[src/rtl/softmax_avg_argmax.sv]
// Final inference stage: averages the current softmax output with up to two retained
// outputs, writes the averages, retires history and reports the argmax sleep stage.
module softmax_avg_argmax #(
   parameter int NUM_STAGES = 5,
   parameter int DATA_W     = 9,
   parameter int ADDR_W     = 16,
   parameter int CUR_BASE   = 32,
   parameter int PREV_BASE  = 57334,
   parameter int AVG_BASE   = 0
) (
   input  logic              clk,
   input  logic              rst_n,
   input  logic              start,
   input  logic              clear_hist,
   output logic              busy,
   output logic              done,
   output logic [2:0]        sleep_stage,
   output logic              mem_rd_en,
   output logic              mem_wr_en,
   output logic [ADDR_W-1:0] mem_addr,
   output logic [DATA_W-1:0] mem_wr_data,
   input  logic [DATA_W-1:0] mem_rd_data
);

   localparam int SUM_W  = DATA_W + 2;
   localparam int PROD_W = SUM_W + 11;

   localparam logic [2:0]        LAST_STAGE = 3'(NUM_STAGES - 1);
   localparam logic [ADDR_W-1:0] CUR_A      = ADDR_W'(CUR_BASE);
   localparam logic [ADDR_W-1:0] SLOT0_A    = ADDR_W'(PREV_BASE);
   localparam logic [ADDR_W-1:0] SLOT1_A    = ADDR_W'(PREV_BASE + NUM_STAGES);
   localparam logic [ADDR_W-1:0] AVG_A      = ADDR_W'(AVG_BASE);

   localparam logic signed [PROD_W-1:0] SAT_HI = PROD_W'((2 ** (DATA_W - 1)) - 1);
   localparam logic signed [PROD_W-1:0] SAT_LO = PROD_W'(-(2 ** (DATA_W - 1)));

   typedef enum logic [3:0] {
      S_IDLE, S_LAUNCH, S_P0, S_P1, S_P2, S_P3, S_P4, S_P5, S_P6, S_DONE
   } state_t;

   state_t state_q, state_d;

   logic [2:0]              stage_q;
   logic [1:0]              hist_cnt_q;
   logic [DATA_W-1:0]       cur_q, p0_q, avg_q;
   logic signed [SUM_W-1:0] max_sum_q;
   logic [2:0]              max_idx_q;

   logic [DATA_W-1:0]        p0m, p1m;
   logic signed [SUM_W-1:0]  sum;
   logic [9:0]               recip;
   logic signed [PROD_W-1:0] sum_ext, recip_ext, prod, avg_raw;
   logic [DATA_W-1:0]        avg_sat;
   logic [ADDR_W-1:0]        stage_off;

   assign stage_off = {{(ADDR_W-3){1'b0}}, stage_q};

   // Masked history, exact sum and reciprocal scaling; p1 is used straight off the read bus in P3.
   always_comb begin
      p0m = (hist_cnt_q >= 2'd1) ? p0_q : '0;
      p1m = (hist_cnt_q == 2'd2) ? mem_rd_data : '0;
      sum = $signed({{2{cur_q[DATA_W-1]}}, cur_q}) + $signed({{2{p0m[DATA_W-1]}}, p0m})
          + $signed({{2{p1m[DATA_W-1]}}, p1m});
      case (hist_cnt_q)
         2'd0:    recip = 10'd512;
         2'd1:    recip = 10'd256;
         default: recip = 10'd171;
      endcase
      sum_ext   = {{(PROD_W-SUM_W){sum[SUM_W-1]}}, sum};
      recip_ext = {{(PROD_W-10){1'b0}}, recip};
      prod      = sum_ext * recip_ext;
      avg_raw   = prod >>> 9;
      if (avg_raw > SAT_HI)      avg_sat = SAT_HI[DATA_W-1:0];
      else if (avg_raw < SAT_LO) avg_sat = SAT_LO[DATA_W-1:0];
      else                       avg_sat = avg_raw[DATA_W-1:0];
   end

   always_ff @(posedge clk or negedge rst_n) begin
      if (!rst_n) state_q <= S_IDLE;
      else        state_q <= state_d;
   end

   // Seven phases per stage: three reads, one compute slot, three writes.
   always_comb begin
      state_d     = state_q;
      busy        = (state_q != S_IDLE);
      done        = (state_q == S_DONE);
      mem_rd_en   = 1'b0;
      mem_wr_en   = 1'b0;
      mem_addr    = '0;
      mem_wr_data = '0;
      case (state_q)
         S_IDLE:   if (start) state_d = S_LAUNCH;
         S_LAUNCH: state_d = S_P0;
         S_P0: begin
            state_d   = S_P1;
            mem_rd_en = 1'b1;
            mem_addr  = CUR_A + stage_off;
         end
         S_P1: begin
            state_d   = S_P2;
            mem_rd_en = 1'b1;
            mem_addr  = SLOT0_A + stage_off;
         end
         S_P2: begin
            state_d   = S_P3;
            mem_rd_en = 1'b1;
            mem_addr  = SLOT1_A + stage_off;
         end
         S_P3: state_d = S_P4;
         S_P4: begin
            state_d     = S_P5;
            mem_wr_en   = 1'b1;
            mem_addr    = AVG_A + stage_off;
            mem_wr_data = avg_q;
         end
         S_P5: begin
            state_d     = S_P6;
            mem_wr_en   = 1'b1;
            mem_addr    = SLOT1_A + stage_off;
            mem_wr_data = p0m;
         end
         S_P6: begin
            state_d     = (stage_q == LAST_STAGE) ? S_DONE : S_P0;
            mem_wr_en   = 1'b1;
            mem_addr    = SLOT0_A + stage_off;
            mem_wr_data = cur_q;
         end
         S_DONE:  state_d = S_IDLE;
         default: state_d = S_IDLE;
      endcase
   end

   // Datapath captures, argmax tracking and history bookkeeping.
   always_ff @(posedge clk or negedge rst_n) begin
      if (!rst_n) begin
         stage_q     <= '0;
         hist_cnt_q  <= '0;
         cur_q       <= '0;
         p0_q        <= '0;
         avg_q       <= '0;
         max_sum_q   <= '0;
         max_idx_q   <= '0;
         sleep_stage <= '0;
      end else begin
         if (state_q == S_IDLE && clear_hist)
            hist_cnt_q <= '0;
         if (state_q == S_DONE && hist_cnt_q != 2'd2)
            hist_cnt_q <= hist_cnt_q + 2'd1;
         if (state_q == S_LAUNCH)
            stage_q <= '0;
         if (state_q == S_P6)
            stage_q <= stage_q + 3'd1;
         if (state_q == S_P1)
            cur_q <= mem_rd_data;
         if (state_q == S_P2)
            p0_q <= mem_rd_data;
         if (state_q == S_P3) begin
            avg_q <= avg_sat;
            if (stage_q == 3'd0 || sum > max_sum_q) begin
               max_sum_q <= sum;
               max_idx_q <= stage_q;
            end
         end
         if (state_q == S_P6 && stage_q == LAST_STAGE)
            sleep_stage <= max_idx_q;
      end
   end

endmodule
[config.mk]
export PLATFORM = sky130hd
export DESIGN_NAME = softmax_avg_argmax
export DESIGN_NICKNAME = d
export VERILOG_FILES = /design/src/rtl/softmax_avg_argmax.sv
export SDC_FILE = /design/constraint.sdc
export NUM_CORES = 1
export LEC_CHECK = 0
export ABC_AREA = 0
export BUFFER_PORTS_ARGS = -buffer_cell sky130_fd_sc_hd__buf_4
export CORE_MARGIN = 5
export CORE_UTILIZATION = 55
export DETAILED_ROUTE_END_ITERATION = 8
export GPL_TIMING_DRIVEN = 0
export PLACE_DENSITY_LB_ADDON = 0.12
export SLEW_MARGIN = 20
export SYNTH_ARGS = -nofsm -noshare
export SYNTH_HDL_FRONTEND = slang
export SYNTH_SLANG_ARGS = --single-unit
[constraint.sdc]
create_clock -name clk -period 12.6 [get_ports clk]
set_clock_uncertainty 0.1 [all_clocks]
set_input_delay 2.52 -clock clk [delete_from_list [all_inputs] [get_ports clk]]
set_output_delay 2.52 -clock clk [all_outputs]
set_load 0.05 [all_outputs]
Yosys cells after proc, flatten, opt, wreduce, memory -nomap -nowiden
Cells that the tools add are included.
- add/subtract/negate cells: 7
- $mul: 1
- divide/modulo/power cells: 0
- magnitude comparators: 4
- eq/ne operators: 14
- shifts and indexed selects: 0
- mux-type cells: 16
- bitwise gates (word level): 0
- reduce and logical (&&, ||, !) cells: 15
- operator list (cell ; count):
    case mux 16 bit (4 select lines) ; 1
    two-way mux 9 bit ; 4
    case mux 4 bit (9 select lines) ; 1
    adder 15 x 4 -> 16 bit, first input constant ; 2
    case mux 9 bit (3 select lines) ; 1
    multiplier 11 x 11 -> 22 bit ; 1
    case mux 10 bit (2 select lines) ; 1
    == test 4 x 3 -> 1 bit, second input constant ; 4
    greater-than comparator 13 x 9 -> 1 bit, second input constant ; 1
    < comparator 13 x 9 -> 1 bit, second input constant ; 1
    adder 10 x 9 -> 11 bit ; 1
    greater-than comparator 11 bit ; 1
    adder 9 x 9 -> 10 bit ; 1
    == test 4 x 2 -> 1 bit, second input constant ; 2
    == test 4 bit, second input constant ; 2
    two-way mux 4 bit ; 2
    adder 6 x 3 -> 7 bit, first input constant ; 1
    two-way mux 3 bit ; 2
    OR reduction 3 bit ; 2
    == test 4 x 1 -> 1 bit, second input constant ; 1
    logical NOT 4 bit ; 1
    two-way mux 2 bit ; 2
    inequality test 2 bit, second input constant ; 2
    nonzero test 2 bit ; 2
    other kinds (14) ; 18
- register bits after elaboration: 53
- bits in latches: 0
- memory bits (writable): 0
- bits in read-only memories: 0
- input port bits: 13
- memories kept: 0

Depth between registers and ports, before layout
Gate-level depths: netlist of the first run.
- depth after elaboration: 8
- mapped depth: 33

Least setup slack after synthesis of the first run
Ideal clock, no wire load.
- path type: input-to-reg
- from: input port mem_rd_data[1]
- to: register avg_q[0]
- library setup time: 0.127 ns
- data arrival time: 9.448 ns
- data required time: 12.373 ns
- slack: 2.926 ns
- stages on the path: 28
- path buffers: 0
- cells stage by stage: and2_1 > fa_1 > ha_1 > fa_1 > a21o_1 > a21oi_1 > o21bai_1 > a21oi_1 > o21ai_0 > xor2_1 > nand2_1 > inv_1 > ha_1 > fa_1 > fa_1 > inv_1 > fa_1 > fa_1 > inv_1 > ha_1 > and3_1 > and4_1 > o21a_1 > a221o_1 > xnor2_2 > xnor2_2 > o21ai_2 > a221o_2
- longest elaborated chain between the ends: 6
- elaborated cells between the ends (all ways): 7
- RTL lines (element ; RTL line ; text):
    start: declaration ; 22 ; input logic [DATA_W-1:0] mem_rd_data
    two-way mux 9 bit (*) ; 61 ; p1m = (hist_cnt_q == 2'd2) ? mem_rd_data : '0;
    adder 10 x 9 -> 11 bit (*) ; 63 ; + $signed({{2{p1m[DATA_W-1]}}, p1m});
    named net sum[9] ; 50 ; logic signed [SUM_W-1:0] sum;
    multiplier 11 x 11 -> 22 bit (*) ; 71 ; prod = sum_ext * recip_ext;
    < comparator 13 x 9 -> 1 bit ; 74 ; else if (avg_raw < SAT_LO) avg_sat = SAT_LO[DATA_W-1:0];
    two-way mux 9 bit ; 74 ;
    two-way mux 9 bit (*) ; 73 ; if (avg_raw > SAT_HI) avg_sat = SAT_HI[DATA_W-1:0];
    end signal: assignment ; 159 ; avg_q <= avg_sat;
    end: declaration ; 45 ; logic [DATA_W-1:0] cur_q, p0_q, avg_q;
The timed path passes the listed nets; every way through them passes the cells marked *.
A chain may end at the register's enable or synchronous reset.

Final worst setup path of the first run
- from: input port mem_rd_data[1]
- to: register avg_q[3]
Same word-level chain as after synthesis.

==> qor.log, run 1 <==
[status] status finished, final reports clean
[worst_setup_path] cell mode on critical path fa_1
[worst_setup_path] startpoint type of the worst setup path input pin
[logic_synthesis] Synthesis Warnings 0
[timing] final count of hold timing violations 0
[clock_tree] buffers inserted by post-CTS timing repair 0
[logic_synthesis] Yosys top cell area share 20.2%
[hold_path] startpoint of the lowest-slack hold path max_idx_q[0]$_DFFE_PN0P_
[global_route] GRT Util Overall 21.8%
[worst_setup_path] worst setup path class input pin to flop
[layout] net total in the final layout 921
[global_route] number of antenna violations at the first check in global routing 0
[worst_setup_path] startpoint of the worst register-to-register path hist_cnt_q[0]$_DFFE_PN0P_
[floorplanning] Site Rows 40
[timing] clock period minus final worst setup slack 10470 ps
[place] post-detailed-placement cell area 7100 um^2
[route] overall via count from detail_route 4944
[timing] transition at the pin with the smallest max-transition slack 1040 ps
[clock_tree] clk_lat worst skew 290 ps
[timing] crit share post-route 83.1%
[global_route] pin count of the biggest net entering global routing 54
[timing] Post-Route Setup TNS 0 ps
[clock_tree] CTS tree yes
[worst_setup_path] WP data arrival 10540 ps
[floorplanning] Die Ht 119 um
[logic_synthesis] number of cells produced by synthesis 698
[route] DRC viols 0
[clock_tree] # clock sinks 53
[route] Wirelength per Cell 16.4 um
[clock_tree] hold buffer count at CTS 0
[timing] Slew Limit Fails 0
[logic_synthesis] mean post-synth cell area 9.42 um^2
[global_route] global-route wire length before repair 25.4 mm
[global_route] global route total overflow 0
[logic_synthesis] cell accounting for the most synthesized area dfrtp_1
[logic_synthesis] fraction of registers with async set or reset after synthesis 100%
[place] number of buffers added on ports 44
[logic_synthesis] share of synthesized area occupied by flip-flops and latches 20.2%
[clock_tree] Max H-tree Level 2
[logic_synthesis] flip-flop cell with the highest count after synthesis dfrtp_1
[place] routability congestion estimate from global placement 0.896
[run] maxcap violations 0
[worst_setup_path] Crit Path Max Fanout 8
[floorplanning] DIE WIDTH 119 um
[route] Starting DRT DRC Count 270
[place] total placed cells including tap cells 889
[logic_synthesis] FF+latch count, synth 53
[clock_tree] clock buffer count from CTS 5
[floorplanning] starting density of the core 55.5%
[hold_path] HP Class flop to flop
[worst_setup_path] Crit. Startpoint mem_rd_data[1]
[route] total detailed-routing wirelength 14.7 mm
[floorplanning] Core Box Area 11900 um^2
[logic_synthesis] post-synthesis cell area 6580 um^2
[clock_tree] clock transition at the registers of the reported paths 70 ps
[route] vias per inst 5.51
[layout] Diodes inserted 0
[layout] Post-Layout Inst Area 7270 um^2
[timing] unrepaired setup endpoints after global routing no
[timing] final setup violating endpoints 0
[clock_tree] clk buf depth 2
[logic_synthesis] nets in the synthesized netlist 870
[worst_setup_path] CP max-delay cell fa_1
[clock_tree] buffer cell driving the clock tree root clkbuf_16
[logic_synthesis] cells taking the most area after synthesis dfrtp_1 (20%), ha_1 (19%), fa_1 (18%)
[layout] ratio of cells with drive above 1 in the final layout 14.9%
[layout] commonest cells after routing, fill and taps aside inv_1 (137), ha_1 (99), fa_1 (60), dfrtp_1 (53), buf_4 (51)
[floorplanning] total die area 14200 um^2
[logic_synthesis] number of flops mapped to enable cells by yosys 0
[clock_tree] CTS-repair resized insts 0
[worst_setup_path] Critical Path End Type flop
[route] First-pass DRT Iterations 5
[layout] Layout Cells excl Fill 897
[layout] Area growth syn-to-layout 10.6%
[layout] leading cell type in the layout, fill and taps excluded inv_1
[timing] remaining max-slew budget at the tightest pin 29.9%
[floorplanning] number of I/O pins 45
[worst_setup_path] Largest stage delay, worst path 550 ps
[logic_synthesis] number of distinct standard cells referenced by the synthesized netlist 56
[place] half-perimeter wire length of the detailed placement result 12.0 mm
[route] Antenna Nets Post-Route 0
[global_route] vias in the first global route 5254
[timing] Highest Clock Rate 95.6 MHz
[worst_setup_path] critical path data required time 12680 ps
cell families after synthesis:
family | Yosys count | synth area share (%)
AOI/OAI and AO/OA | 117 | 12.5
xor gates and xnor gates | 24 | 3.42
adders and majority gates | 159 | 37.1
buffers and inverters | 164 | 9.80
DFF | 53 | 20.2
muxes | 30 | 5.10
and+or+nand+nor | 151 | 11.9
worst paths after layout:
kind                                         endpoint  slack [ps]  depth (start not counted)
max                              avg_q[3]$_DFFE_PN0P_        2130                         30
min                        sleep_stage[0]$_DFFE_PN0P_         400                          1
max reg2reg                      avg_q[3]$_DFFE_PN0P_        3200                         32
min reg2reg                sleep_stage[0]$_DFFE_PN0P_         400                          1
max in group asynchronous        cur_q[5]$_DFFE_PN0P_        9790                          1
min in group asynchronous      stage_q[0]$_DFFE_PN0P_        2150                          1
state kept, by name, summed over array words and instances, names as in the netlist:
| signal | flops |
|---|---|
| sleep_stage | 3 |
| state_q | 4 |
| avg_q | 9 |
| hist_cnt_q | 2 |
| max_sum_q | 11 |
| stage_q | 3 |
| max_idx_q | 3 |
| cur_q | 9 |
| p0_q | 9 |
cells in the mapped netlist, types with 8 or more instances:
master / count
inv_1: 137
ha_1: 99
fa_1: 60
dfrtp_1: 53
nand2_1: 43
and2_1: 28
mux2_2: 28
o21ai_0: 27
a21oi_1: 25
nor2_1: 23
clkbuf_1: 17
xnor2_1: 14
nand2b_1: 13
nor3_1: 12
nor2b_1: 11
a222oi_1: 9
a221o_2: 8
xor2_1: 8
layout make-up:
cell class                 instances  area, um^2
tap                              147         184
sequential                        53        1330
timing repair buffer              44         330
clock inverter                     1        30.0
inverter                         137         514
clock buffer                       7         143
fill                            1015        4590
buffer                            27         130
multi-input combinational        481        4620
stage by stage:
stage | hold slack, ps | utilization [%] | worst slack [ps]
after floorplan | 367 | - | 2930
after global placement | 383 | 59.8 | 2000
after detailed placement | 392 | 59.8 | 1860
after CTS | 407 | 61.3 | 2150
after global routing | 408 | 61.3 | 1690
final | 405 | 61.3 | 2130
critical path: cells and delay by family:
| family | cells | cell delay, ps |
|---|---|---|
| AO/OA/AOI/OAI | 10 | 2200 |
| adder cells (fa/ha/maj) | 9 | 3800 |
| buffers and inverters | 4 | 500 |
| XOR/XNOR | 3 | 930 |
| AND/OR/NAND/NOR | 4 | 590 |
routing by layer:
layer | part of all wire (%) | wire (um) | vias to the layer above | GRT usage (%)
li1 | - | - | 2407 | -
met1 | 46 | 6720 | 2420 | 28.1
met2 | 49 | 7210 | 98 | 38.7
met3 | 3.3 | 491 | 19 | 2.80
met4 | 1.7 | 247 | 0 | 5.23
met5 | 0 | 0 | - | 0
Power of run 1 is not shown: default switching activity piles up to over one toggle a cycle in this logic, so the estimate is an artifact.
==> run 2, diff against run 1 <==
Settings changed: ABC_AREA 0 to 1.
Clock period 12.6 ns to 10.7 ns, I/O delays scaled along.
==> qor.log, run 2 <==
[logic_synthesis] post-synthesis adder-cell area fraction 34.6% [was 37.1%]
[timing] clock period minus final worst setup slack 9470 ps
[timing] unrepaired setup endpoints after global routing no [unchanged]
[timing] remaining max-slew budget at the tightest pin 51.7% [was 29.9%]
[layout] max reg flops 11 [unchanged]
[logic_synthesis] post-synthesis cell area 7050 um^2 [was 6580 um^2]
[worst_setup_path] critical register-to-register path endpoint avg_q[4]$_DFFE_PN0P_ [was avg_q[3]$_DFFE_PN0P_]
[global_route] global-route wire length before repair 27.0 mm [was 25.4 mm]
[clock_tree] # clock sinks 53 [unchanged]
[worst_setup_path] Crit Path Max Fanout 8 [unchanged]
[worst_setup_path] startpoint type of the worst setup path input pin [unchanged]
[timing] Slew Limit Fails 0 [unchanged]
[floorplanning] Site Rows 41 [was 40]
[route] total detailed-routing wirelength 15.8 mm [was 14.7 mm]
[worst_setup_path] Largest stage delay, worst path 570 ps [was 550 ps]
[timing] crit share post-route 88.5%
[route] First-pass DRT Iterations 5 [unchanged]
[worst_setup_path] cell mode on critical path fa_1 [unchanged]
[layout] net total in the final layout 1113 [was 921]
[clock_tree] CTS-repair resized insts 0 [unchanged]
[timing] final setup violating endpoints 0 [unchanged]
[layout] leading cell type in the layout, fill and taps excluded inv_1 [unchanged]
[logic_synthesis] Synthesis Warnings 0 [unchanged]
[worst_setup_path] length in cells of the worst reg-to-reg path 34 [was 32]
[floorplanning] Core Box Area 12600 um^2 [was 11900 um^2]
[layout] Diodes inserted 0 [unchanged]
[clock_tree] buffers inserted by post-CTS timing repair 0 [unchanged]
[layout] Layout Cells excl Fill 1113 [was 897]
[logic_synthesis] FF+latch count, synth 53 [unchanged]
[logic_synthesis] number of flops mapped to enable cells by yosys 0 [unchanged]
[logic_synthesis] fraction of registers with async set or reset after synthesis 100% [unchanged]
[global_route] global route total overflow 0 [unchanged]
[route] Starting DRT DRC Count 305 [was 270]
[floorplanning] Die Ht 123 um [was 119 um]
[global_route] vias in the first global route 5717 [was 5254]
[logic_synthesis] compound-cell area share of the yosys netlist 9.31% [was 12.5%]
[hold_path] HP Class flop to flop [unchanged]
[place] number of buffers added on ports 44 [unchanged]
[logic_synthesis] dominant combinational cell family by area after synthesis adder cells [unchanged]
[logic_synthesis] XOR/XNOR share of the synthesized area 2.36% [was 3.42%]
[clock_tree] Max H-tree Level 2 [unchanged]
[clock_tree] hold buffer count at CTS 0 [unchanged]
[layout] Area growth syn-to-layout 9.76% [was 10.6%]
[global_route] number of antenna violations at the first check in global routing 0 [unchanged]
[logic_synthesis] Yosys top cell area share 18.8% [was 20.2%]
[worst_setup_path] reg-to-reg setup timing slack 2010 ps [was 3200 ps]
[timing] transition at the pin with the smallest max-transition slack 722 ps [was 1040 ps]
[logic_synthesis] number of distinct standard cells referenced by the synthesized netlist 49 [was 56]
[floorplanning] number of I/O pins 45 [unchanged]
[layout] commonest cells after routing, fill and taps aside inv_1 (189), nand2_1 (167), ha_1 (99), nor2_1 (76), fa_1 (60) [was inv_1 (137), ha_1 (99), fa_1 (60), dfrtp_1 (53), buf_4 (51)]
[clock_tree] clock buffer count from CTS 5 [unchanged]
[clock_tree] CTS tree yes [unchanged]
[place] total placed cells including tap cells 1106 [was 889]
[worst_setup_path] WP data arrival 9600 ps [was 10540 ps]
[worst_setup_path] Crit. Startpoint mem_rd_data[1] [unchanged]
[worst_setup_path] Critical Path End Type flop [unchanged]
[route] Wirelength per Cell 14.2 um [was 16.4 um]
[logic_synthesis] nets in the synthesized netlist 1062 [was 870]
[timing] final count of hold timing violations 0 [unchanged]
[place] routability congestion estimate from global placement 0.904 [was 0.896]
[clock_tree] buffer cell driving the clock tree root clkbuf_16 [unchanged]
[route] Antenna Nets Post-Route 0 [unchanged]
[timing] Post-Route Setup TNS 0 ps [unchanged]
[place] half-perimeter wire length of the detailed placement result 13.4 mm [was 12.0 mm]
[logic_synthesis] cell accounting for the most synthesized area dfrtp_1 [unchanged]
[logic_synthesis] mean post-synth cell area 7.92 um^2 [was 9.42 um^2]
[worst_setup_path] CP max-delay cell nor2_1 [was fa_1]
[layout] fillers 1204 [was 1015]
[worst_setup_path] critical path data required time 10830 ps [was 12680 ps]
[clock_tree] clock transition at the registers of the reported paths 70 ps [about the same]
[layout] register area 1330 um^2 [unchanged]
[floorplanning] DIE WIDTH 123 um [was 119 um]
[floorplanning] total die area 15200 um^2 [was 14200 um^2]
[route] overall via count from detail_route 5632 [was 4944]
[clock_tree] clk buf depth 2 [unchanged]
[logic_synthesis] share of synthesized area occupied by flip-flops and latches 18.8% [was 20.2%]
[layout] ratio of cells with drive above 1 in the final layout 13.4% [was 14.9%]
[run] maxcap violations 0 [unchanged]
[logic_synthesis] cells taking the most area after synthesis dfrtp_1 (19%), ha_1 (18%), fa_1 (17%) [was dfrtp_1 (20%), ha_1 (19%), fa_1 (18%)]
[logic_synthesis] flip-flop cell with the highest count after synthesis dfrtp_1 [unchanged]
[logic_synthesis] synthesized-area fraction occupied by and/or/nand/nor cells 22.4% [was 11.9%]
[status] status finished, final reports clean [unchanged]
[logic_synthesis] dominant cell by count in the synthesized netlist inv_1 [unchanged]
[clock_tree] clk_lat worst skew 290 ps [about the same]
[worst_setup_path] startpoint of the worst register-to-register path hist_cnt_q[0]$_DFFE_PN0P_ [unchanged]
[global_route] GRT Util Overall 22.3% [was 21.8%]
[route] vias per inst 5.06 [was 5.51]
[layout] area of combinational cells with multiple inputs 4880 um^2 [was 4620 um^2]
[logic_synthesis] post-synthesis mux area share 0.479% [was 5.10%]
[global_route] pin count of the biggest net entering global routing 54 [unchanged]
[route] DRC viols 0 [unchanged]
[logic_synthesis] number of cells produced by synthesis 890 [was 698]
[floorplanning] starting density of the core 55.9% [was 55.5%]
[layout] register with the most flip-flops max_sum_q [unchanged]
[worst_setup_path] worst setup path class input pin to flop [unchanged]
[timing] Highest Clock Rate 106 MHz
[worst_setup_path] last element of the critical path avg_q[4]$_DFFE_PN0P_ [was avg_q[3]$_DFFE_PN0P_]
[logic_synthesis] ranking of synthesized cells by instance count inv_1 (189), nand2_1 (167), ha_1 (99) [was inv_1 (137), ha_1 (99), fa_1 (60)]
[run 2: cell types whose count changed after synthesis, sizes merged, moves of 13 or more]
cell    change
nand2     +149
nor2       +62
and2       -28
nand2b     -13
inv        +57
o21ai      +21
nand3      +32
mux2       -25
[run 2: logic make-up (layout without fill, tap and decap cells)]
kind of cell | Yosys count | in the layout
flops | 53 | 53
xor+xnor | 19 | 19
buf+inv | 215 | 266
mux | 3 | 3
compound gates | 110 | 110
fa+ha+maj | 159 | 159
simple gates | 331 | 331
[run 2: how the worst min path moves through the flow]
stage | startpoint | to | slack, ps | cells after the start
floorplan | max_idx_q[0]$_DFFE_PN0P_ | max_idx_q[0]$_DFFE_PN0P_ | 350 | 2
global placement | cur_q[0]$_DFFE_PN0P_ | cur_q[0]$_DFFE_PN0P_ | 370 | 2
detailed placement | max_idx_q[0]$_DFFE_PN0P_ | max_idx_q[0]$_DFFE_PN0P_ | 370 | 2
CTS | max_idx_q[0]$_DFFE_PN0P_ | max_idx_q[0]$_DFFE_PN0P_ | 390 | 2
global route | cur_q[4]$_DFFE_PN0P_ | cur_q[4]$_DFFE_PN0P_ | 410 | 2
finish | max_idx_q[0]$_DFFE_PN0P_ | max_idx_q[0]$_DFFE_PN0P_ | 390 | 2
[run 2: worst max-delay path: cells and delay by family]
family | cells | cell delay [ps]
AO/OA/AOI/OAI | 9 | 1470
adder cells (fa/ha/maj) | 9 | 3940
AND/OR/NAND/NOR | 8 | 1390
XOR/XNOR | 1 | 290
buffers and inverters | 5 | 370
[run 2: routing by layer]
metal | vias to the layer above | global-route usage [%] | wire length [um]
met5 | - | 0 | 0
met4 | 0 | 5.67 | 227
met3 | 16 | 2.38 | 692
met2 | 101 | 39.0 | 7730
met1 | 2632 | 29.7 | 7110
li1 | 2883 | - | -
[run 2: cell type report]
cell class	count	area share, %
Clock buffer	7	1.84
Inverter	197	9.58
Timing Repair Buffer	44	4.27
Multi-Input combinational cell	622	63.0
Buffer	18	1.36
Sequential cell	53	17.1
Tap cell	172	2.78
[run 2: stage by stage]
| step | setup WS [ps] | util [%] | instance area (um^2) | hold slack [ps] |
|---|---|---|---|---|
| after detailed placement | 911 | 60.2 | 7600 | 373 |
| after global placement | 916 | 60.2 | 7600 | 367 |
| after CTS | 1190 | 61.3 | 7740 | 390 |
| after global routing | 793 | 61.3 | 7740 | 410 |
| final | 1230 | 61.3 | 7740 | 386 |
| after floorplan | 2110 | - | 7050 | 349 |
Power of run 2 is left out for the same reason.
